===== src/rtl/uart_tx_engine.sv =====
// -----------------------------------------------------------------------------
// uart_tx_engine
//
// Transmit datapath and control for the UART. This block sits directly
// downstream of bit_time_counter.
//
// When load is strobed while the engine is idle, it latches one byte and
// builds an 11-bit-time frame. It then shifts the frame out LSB first, one
// bit per btu pulse. While a frame is in flight, do_it is high. That signal
// enables the bit_time_counter, whose select is {do_it, btu}.
//
// Every frame is 11 bit times long: a start bit, 7 or 8 data bits, an
// optional parity bit, and stop bits that pad out the rest of the frame.
//
// Ports
//   clk       in   1  system clock
//   rst       in   1  synchronous, active-high reset (aborts any frame)
//   load      in   1  one-cycle write strobe, honoured only while tx_rdy=1
//   out_port  in   8  data byte, sampled in the load cycle
//   eight     in   1  1 = 8 data bits, 0 = 7 data bits (out_port[6:0])
//   pen       in   1  parity enable
//   ohel      in   1  parity sense: 0 = even, 1 = odd
//   btu       in   1  bit-time-up pulse from bit_time_counter
//   do_it     out  1  frame in progress (bit_time_counter sel[1])
//   tx        out  1  serial line, idle high, registered
//   tx_rdy    out  1  idle and able to accept a load
// -----------------------------------------------------------------------------
module uart_tx_engine (
  input  logic       clk,
  input  logic       rst,
  input  logic       load,
  input  logic [7:0] out_port,
  input  logic       eight,
  input  logic       pen,
  input  logic       ohel,
  input  logic       btu,
  output logic       do_it,
  output logic       tx,
  output logic       tx_rdy
);

  localparam logic [3:0] FRAME_BITS = 4'd11;

  typedef enum logic {
    IDLE = 1'b0,
    SEND = 1'b1
  } state_e;

  state_e      state_q;
  logic [10:0] shift_q;
  logic [3:0]  bit_cnt_q;
  logic        do_it_q;
  logic        tx_rdy_q;

  logic        parity_d;
  logic [10:0] frame_d;
  logic        done;

  // The parity bit is taken from the live inputs. It only matters in the
  // cycle where load is accepted, because that is the only time the frame
  // is captured.
  always_comb begin
    parity_d = (eight ? ^out_port[7:0] : ^out_port[6:0]) ^ ohel;
  end

  // Build the frame. Bit 0 is the start bit. Any position that is not used
  // by data or parity becomes an extra stop bit.
  always_comb begin
    frame_d = 11'h7FF;
    unique case ({eight, pen})
      2'b11: frame_d = {1'b1, parity_d, out_port[7:0], 1'b0};
      2'b10: frame_d = {2'b11, out_port[7:0], 1'b0};
      2'b01: frame_d = {2'b11, parity_d, out_port[6:0], 1'b0};
      2'b00: frame_d = {3'b111, out_port[6:0], 1'b0};
      default: frame_d = 11'h7FF;
    endcase
  end

  assign done = (bit_cnt_q == FRAME_BITS);

  // NOTE: every register in this block is assigned with <=. That way each
  // right-hand side reads the value from before the edge, whatever order
  // the statements appear in.
  always_ff @(posedge clk) begin
    if (rst) begin
      state_q   <= IDLE;
      shift_q   <= 11'h7FF;
      bit_cnt_q <= 4'd0;
      do_it_q   <= 1'b0;
      tx_rdy_q  <= 1'b1;
    end else begin
      unique case (state_q)
        IDLE: begin
          // While idle, btu is ignored. A btu that arrives in the same cycle
          // as the load is also dropped, so the first shift waits for the
          // next btu.
          if (load) begin
            state_q   <= SEND;
            shift_q   <= frame_d;
            bit_cnt_q <= 4'd0;
            do_it_q   <= 1'b1;
            tx_rdy_q  <= 1'b0;
          end
        end
        SEND: begin
          // done takes priority over btu. This stops bit_cnt at 11, and any
          // btu that lands in the done cycle is dropped. By this point the
          // shifter has already filled with ones, so tx stays high.
          if (done) begin
            state_q  <= IDLE;
            do_it_q  <= 1'b0;
            tx_rdy_q <= 1'b1;
          end else if (btu) begin
            shift_q   <= {1'b1, shift_q[10:1]};
            bit_cnt_q <= bit_cnt_q + 4'd1;
          end
        end
        default: begin
          state_q   <= IDLE;
          shift_q   <= 11'h7FF;
          bit_cnt_q <= 4'd0;
          do_it_q   <= 1'b0;
          tx_rdy_q  <= 1'b1;
        end
      endcase
    end
  end

  assign tx     = shift_q[0];
  assign do_it  = do_it_q;
  assign tx_rdy = tx_rdy_q;

endmodule


===== config.mk =====
export PLATFORM = sky130hd
export DESIGN_NAME = uart_tx_engine
export DESIGN_NICKNAME = d
export VERILOG_FILES = /design/src/rtl/uart_tx_engine.sv
export SDC_FILE = /design/constraint.sdc
export NUM_CORES = 1
export LEC_CHECK = 0
export CAP_MARGIN = 15
export CELL_PAD_IN_SITES_DETAIL_PLACEMENT = 0
export CELL_PAD_IN_SITES_GLOBAL_PLACEMENT = 1
export CORE_MARGIN = 5
export CORE_UTILIZATION = 38
export CTS_BUF_LIST = sky130_fd_sc_hd__clkbuf_4
export CTS_CLUSTER_DIAMETER = 30
export CTS_CLUSTER_SIZE = 8
export DETAILED_ROUTE_END_ITERATION = 8
export PLACE_DENSITY_LB_ADDON = 0.05
export REMOVE_ABC_BUFFERS = 1
export SYNTH_ARGS = -nofsm -noshare
export SYNTH_HDL_FRONTEND = slang
export SYNTH_SLANG_ARGS = --single-unit

===== constraint.sdc =====
create_clock -name clk -period 1.8 [get_ports clk]
set_input_delay 0.36 -clock clk [delete_from_list [all_inputs] [get_ports clk]]
set_output_delay 0.36 -clock clk [all_outputs]
set_load 0.01 [all_outputs]

==> flow_summary.ini, run 1 <==
[outcome]
status = finished, final reports clean

[synthesis]
ys_types = 24
synthTopCellsByArea = dfxtp_1 40%, mux2i_1 8.3%, xnor2_1 7.3%, nand2_1 6.7%, nand2b_1 6.7%
syn_avg_cell_area_um2 = 8.784
synth_seq_area_share = 0.4036
yosysWarnings = 0
syn_area_um2 = 843.3
ys_ff_latch = 17
synth_top_area_frac = 0.4036
syn_inst = 96
synth_top_cell_by_area = dfxtp_1

[run]
max_cap_violations = 0

[detailed_routing]
first_pass_iters = 4
drt_wl_total_mm = 1.718
wl_per_cell_um = 11.61
antenna_left = 0
vias = 717
route.detailed.drc = 0
drtIter0Drc = 4
via_per_inst = 4.845

[clock_network]
clockRootBuffer = clkbuf_4
cts_resized = 0
cts_made_buffers = 3
hold_buffers = 0
post_cts_buffers = 0
clock-sinks = 17
path_clk_slew_ns = 0.11
clock_path_buffers = 2
worst_skew_pair.late_latency_ns = 0.29
htreeDepth = 1
cts_tree = yes

[cells_and_area]
drive_gt1_frac = 0.1083
final_util = 0.5121
stdcell_count = 148
fill_cells = 240
antenna_cells = 0
area_growth_pct = 31.75
finalNetCount = 137
fin_area_um2 = 1111

[sta]
slew_headroom = 0.7732
rsz0062_at_grt = false
hold_viol = 0
setup_viol_count_final = 0
max_freq_mhz = 614.2
fin_crit_sh = 0.9045
fin_crit_ns = 1.628
drv_slew = 0
setup_tns_ns = 0
whs_ns = 0.4484
tightestPinTransition_ns = 0.3391
setup_slack_ns = 0.1718
clock_skew_ns = 0.005400

[grt]
grt_pass1_wl_mm = 3.091
antenna_found_initial = 0
grt_pass1_vias = 756
grt_max_degree = 11
globalRouteTotalUtil = 0.1194
overflow = 0

[power]
p_per_area_nw_per_um2 = 722.0
power_mw = 0.8022
power.leakage_nw = 0.4259
peakVddDrop_mv = 0.3891

[floorplanning]
die_h_um = 57.11
core_um2 = 2170
pin_count = 18
initial_utilization = 0.3887
fp-row-count = 17
die_x_um = 57.11
dieArea_um2 = 3262

[min_path]
holdCritPathClass = register to register

[setup_path]
cp-start-kind = primary input
crit_fanout = 3
cp.required_ns = 1.98
end_kind = register
cp.arrival_ns = 1.81
critPathKind = primary input to register

[placed_design]
place_ws_ns = -0.1159
dp_hpwl_mm = 1.336
dp.cells = 144
place_area_um2 = 1084
gp_congestion = 0.7975
port_buffers = 17
final timing paths:
path,start,endpoint,slack [ns],cells after the start
max reg2reg,bit_cnt_q[0],shift_q[8],0.19,5
max,out_port[6],shift_q[8],0.17,6
min reg2reg,tx_rdy,tx_rdy,0.45,2
min,tx_rdy,tx_rdy,0.45,2
Yosys cell counts:
library cell	n
a211oi_1	1
a21oi_1	3
a311o_1	1
and3b_1	1
buf_2	2
buf_4	1
clkbuf_1	2
dfxtp_1	17
ha_1	1
mux2i_1	7
nand2_1	15
nand2b_1	9
nand3_1	3
nand3b_1	2
nand4_1	1
nor2_1	3
nor2b_1	1
nor3_1	4
nor4b_1	2
o21a_1	2
o21ai_0	8
o21ai_4	1
xnor2_1	7
xor2_1	2
layout by cell type (no fill, tap or decap):
cell,Yosys,final
a211oi_1,1,1
a21oi_1,3,3
a311o_1,1,1
and3b_1,1,1
buf_4,1,8
clkbuf_4,0,3
clkdlybuf4s50_1,0,17
clkinv_2,0,1
dfxtp_1,17,17
ha_1,1,1
mux2i_1,7,7
nand2_1,15,15
nand2b_1,9,9
nand3_1,3,3
nand3b_1,2,2
nand4_1,1,1
nor2_1,3,3
nor2b_1,1,1
nor3_1,4,4
nor4b_1,2,2
o21a_1,2,2
o21ai_0,8,8
o21ai_4,1,1
xnor2_1,7,7
xor2_1,2,2
critical path: stages:
cell and delay [ns]:
clkdlybuf4s50_1 0.44, xnor2_1 0.21, xnor2_1 0.12, xnor2_1 0.25, nand3b_1 0.11, a311o_1 0.31
kinds of logic after synthesis:
family,Yosys count,synth area share
mux,7,0.08309
fa+ha+maj,1,0.01483
flops,17,0.4036
simple gates,41,0.2522
compound gates,16,0.1231
buf+inv,5,0.02968
xor+xnor,9,0.09348
layer usage:
| metal | track usage | vias to the layer above | part of all wire |
|---|---|---|---|
| met5 | 0 | - | 0 |
| li1 | - | 374 | - |
| met3 | 0.03394 | 2 | 0.053 |
| met2 | 0.1974 | 19 | 0.46 |
| met1 | 0.1489 | 322 | 0.48 |
| met4 | 0.03974 | 0 | 0.0099 |
final cells by class:
| cell class | instances | area (um2) | share of cell area |
|---|---|---|---|
| clock buffers | 3 | 22.52 | 0.02027 |
| clock inverters | 1 | 5.005 | 0.004504 |
| multi-input cells | 74 | 478.0 | 0.4302 |
| flip-flops and latches | 17 | 340.3 | 0.3063 |
| well taps | 28 | 35.03 | 0.03153 |
| repair buffers | 25 | 230.2 | 0.2072 |
sequential cells by signal, summed over array words and instances (netlist names):
| signal | count |
|---|---|
| shift_q | 10 |
| bit_cnt_q | 4 |
| do_it | 1 |
| state_q | 1 |
| tx_rdy | 1 |
power breakdown:
part           total [mW]  leakage, nW  switching (mW)  internal, mW
combinational       0.185        0.268          0.0821         0.103
sequential          0.411        0.140          0.0128         0.398
clock               0.206       0.0177           0.123        0.0825
Note: power is estimated with default switching activity, not from simulation.
==> inputs of run 2 (changes only) <==
--- a/config.mk
+++ b/config.mk
@@ -15,7 +15,6 @@
 export CTS_CLUSTER_SIZE = 8
 export DETAILED_ROUTE_END_ITERATION = 8
 export PLACE_DENSITY_LB_ADDON = 0.05
-export REMOVE_ABC_BUFFERS = 1
 export SYNTH_ARGS = -nofsm -noshare
 export SYNTH_HDL_FRONTEND = slang
 export SYNTH_SLANG_ARGS = --single-unit
==> run 2 against run 1 <==
Register-to-register slack hardly changed. Total power is 0.22% higher. Non-clock buffer count is 1 lower. Highest routed layer unchanged. Sequential share of layout area is 0.21 points higher. First-iteration DRC count grew to 4.5 times the previous value. Combinational power hardly changed. Global-route usage is 0.66 points lower. Sequential power hardly changed. Final area is 0.68% lower. Utilization is 0.35 points lower. Flip-flop and latch count stayed put. Fmax is 0.61% higher.
==> flow_summary.ini, run 2 (same netlist as run 1, synthesis figures left out) <==
[setup_path]
crit_fanout = 5
end_kind = register
critPathKind = register to register
cp.required_ns = 1.99
cp.arrival_ns = 1.81
cp-start-kind = register

[power]
p_per_area_nw_per_um2 = 728.5
power_mw = 0.8039
power.leakage_nw = 0.4208
peakVddDrop_mv = 0.4125

[synthesis]
syn_nets = 112

[detailed_routing]
drt_wl_total_mm = 1.733
wl_per_cell_um = 11.79
antenna_left = 0
vias = 730
route.detailed.drc = 0
drtIter0Drc = 18
first_pass_iters = 4
via_per_inst = 4.966

[floorplanning]
initial_utilization = 0.3887
die_h_um = 57.11
pin_count = 18
core_um2 = 2170
dieArea_um2 = 3262
fp-row-count = 17
die_x_um = 57.11

[min_path]
holdCritPathClass = register to register

[sta]
hold_viol = 0
clock_skew_ns = 0.005731
setup_viol_count_final = 0
fin_crit_sh = 0.8991
max_freq_mhz = 617.9
fin_crit_ns = 1.618
slew_headroom = 0.8091
setup_tns_ns = 0
rsz0062_at_grt = false
tightestPinTransition_ns = 0.2853
drv_slew = 0

[clock_network]
worst_skew_pair.late_latency_ns = 0.29
clock_path_buffers = 2
cts_made_buffers = 3
cts_resized = 0
clock-sinks = 17
cts_tree = yes
htreeDepth = 1
path_clk_slew_ns = 0.11
hold_buffers = 0
post_cts_buffers = 0
clockRootBuffer = clkbuf_4

[cells_and_area]
reg.largest.list = shift_q (10), bit_cnt_q (4)
top_register = shift_q
finalNetCount = 136
antenna_cells = 0
final_cell_mix = 17 x dfxtp_1, 17 x clkdlybuf4s50_1, 15 x nand2_1, 9 x nand2b_1, 8 x o21ai_0
area_growth_pct = 30.86
largest_reg_flops = 10
final_util = 0.5087
fin_area_um2 = 1104
drive_gt1_frac = 0.1008

[run]
max_cap_violations = 0

[grt]
grt_pass1_wl_mm = 2.967
grt_pass1_vias = 700
grt_max_degree = 14
antenna_found_initial = 0
globalRouteTotalUtil = 0.1129
overflow = 0

[placed_design]
place_area_um2 = 1076
port_buffers = 17
gp_congestion = 0.7267
dp_hpwl_mm = 1.319

[outcome]
status = finished, final reports clean
==> run 2: cell types whose count changed in the layout (fill, tap and decap cells not counted), sizes merged <==
| cell | change |
|---|---|
| buf | -1 |
==> run 2: critical path, cell delays in order (launching register included) <==
cell,delay [ns]
dfxtp_1,0.35
ha_1,0.21
and3b_1,0.23
nor2_1,0.28
o21ai_0,0.14
a311o_1,0.32
==> run 2: worst paths after layout <==
kind           startpoint         end  slack, ns  depth (start not counted)
max          bit_cnt_q[0]  shift_q[8]       0.18                          5
min                tx_rdy      tx_rdy       0.45                          2
max reg2reg  bit_cnt_q[0]  shift_q[8]       0.18                          5
min reg2reg        tx_rdy      tx_rdy       0.45                          2
==> run 2: final cells by class <==
| class | count | area, um2 |
|---|---|---|
| Tap cell | 28 | 35.03 |
| Timing Repair Buffer | 24 | 222.7 |
| Clock inverter | 1 | 5.005 |
| Fill cell | 216 | 1066 |
| Clock buffer | 3 | 22.52 |
| Multi-Input combinational cell | 74 | 478.0 |
| Sequential cell | 17 | 340.3 |
==> run 2: stage by stage <==
stage | hold slack [ns] | setup WS [ns] | cells
after floorplan | 0.4493 | 0.3152 | 96
after global placement | 0.4292 | -0.1112 | 143
after detailed placement | 0.4362 | -0.1058 | 143
after CTS | 0.4518 | 0.1481 | 147
after global routing | 0.4809 | 0.01229 | 147
final | 0.4473 | 0.1817 | 147
==> run 2: routing by layer <==
metal	GRT usage	share of wire	routed length, um	up-vias
met3	0.02489	0.051	88	2
met2	0.1876	0.47	818	19
met4	0.04967	0.010	18	0
met5	0	0	0	-
met1	0.1392	0.47	807	333
li1	-	-	-	376
==> run 2: report_power, final <==
part / internal, mW / leakage, nW / switching [mW] / total [mW]
Sequential: 0.398 / 0.140 / 0.0105 / 0.409
Combinational: 0.102 / 0.263 / 0.0834 / 0.186
Clock: 0.0826 / 0.0177 / 0.127 / 0.209
Total: 0.583 / 0.421 / 0.221 / 0.804
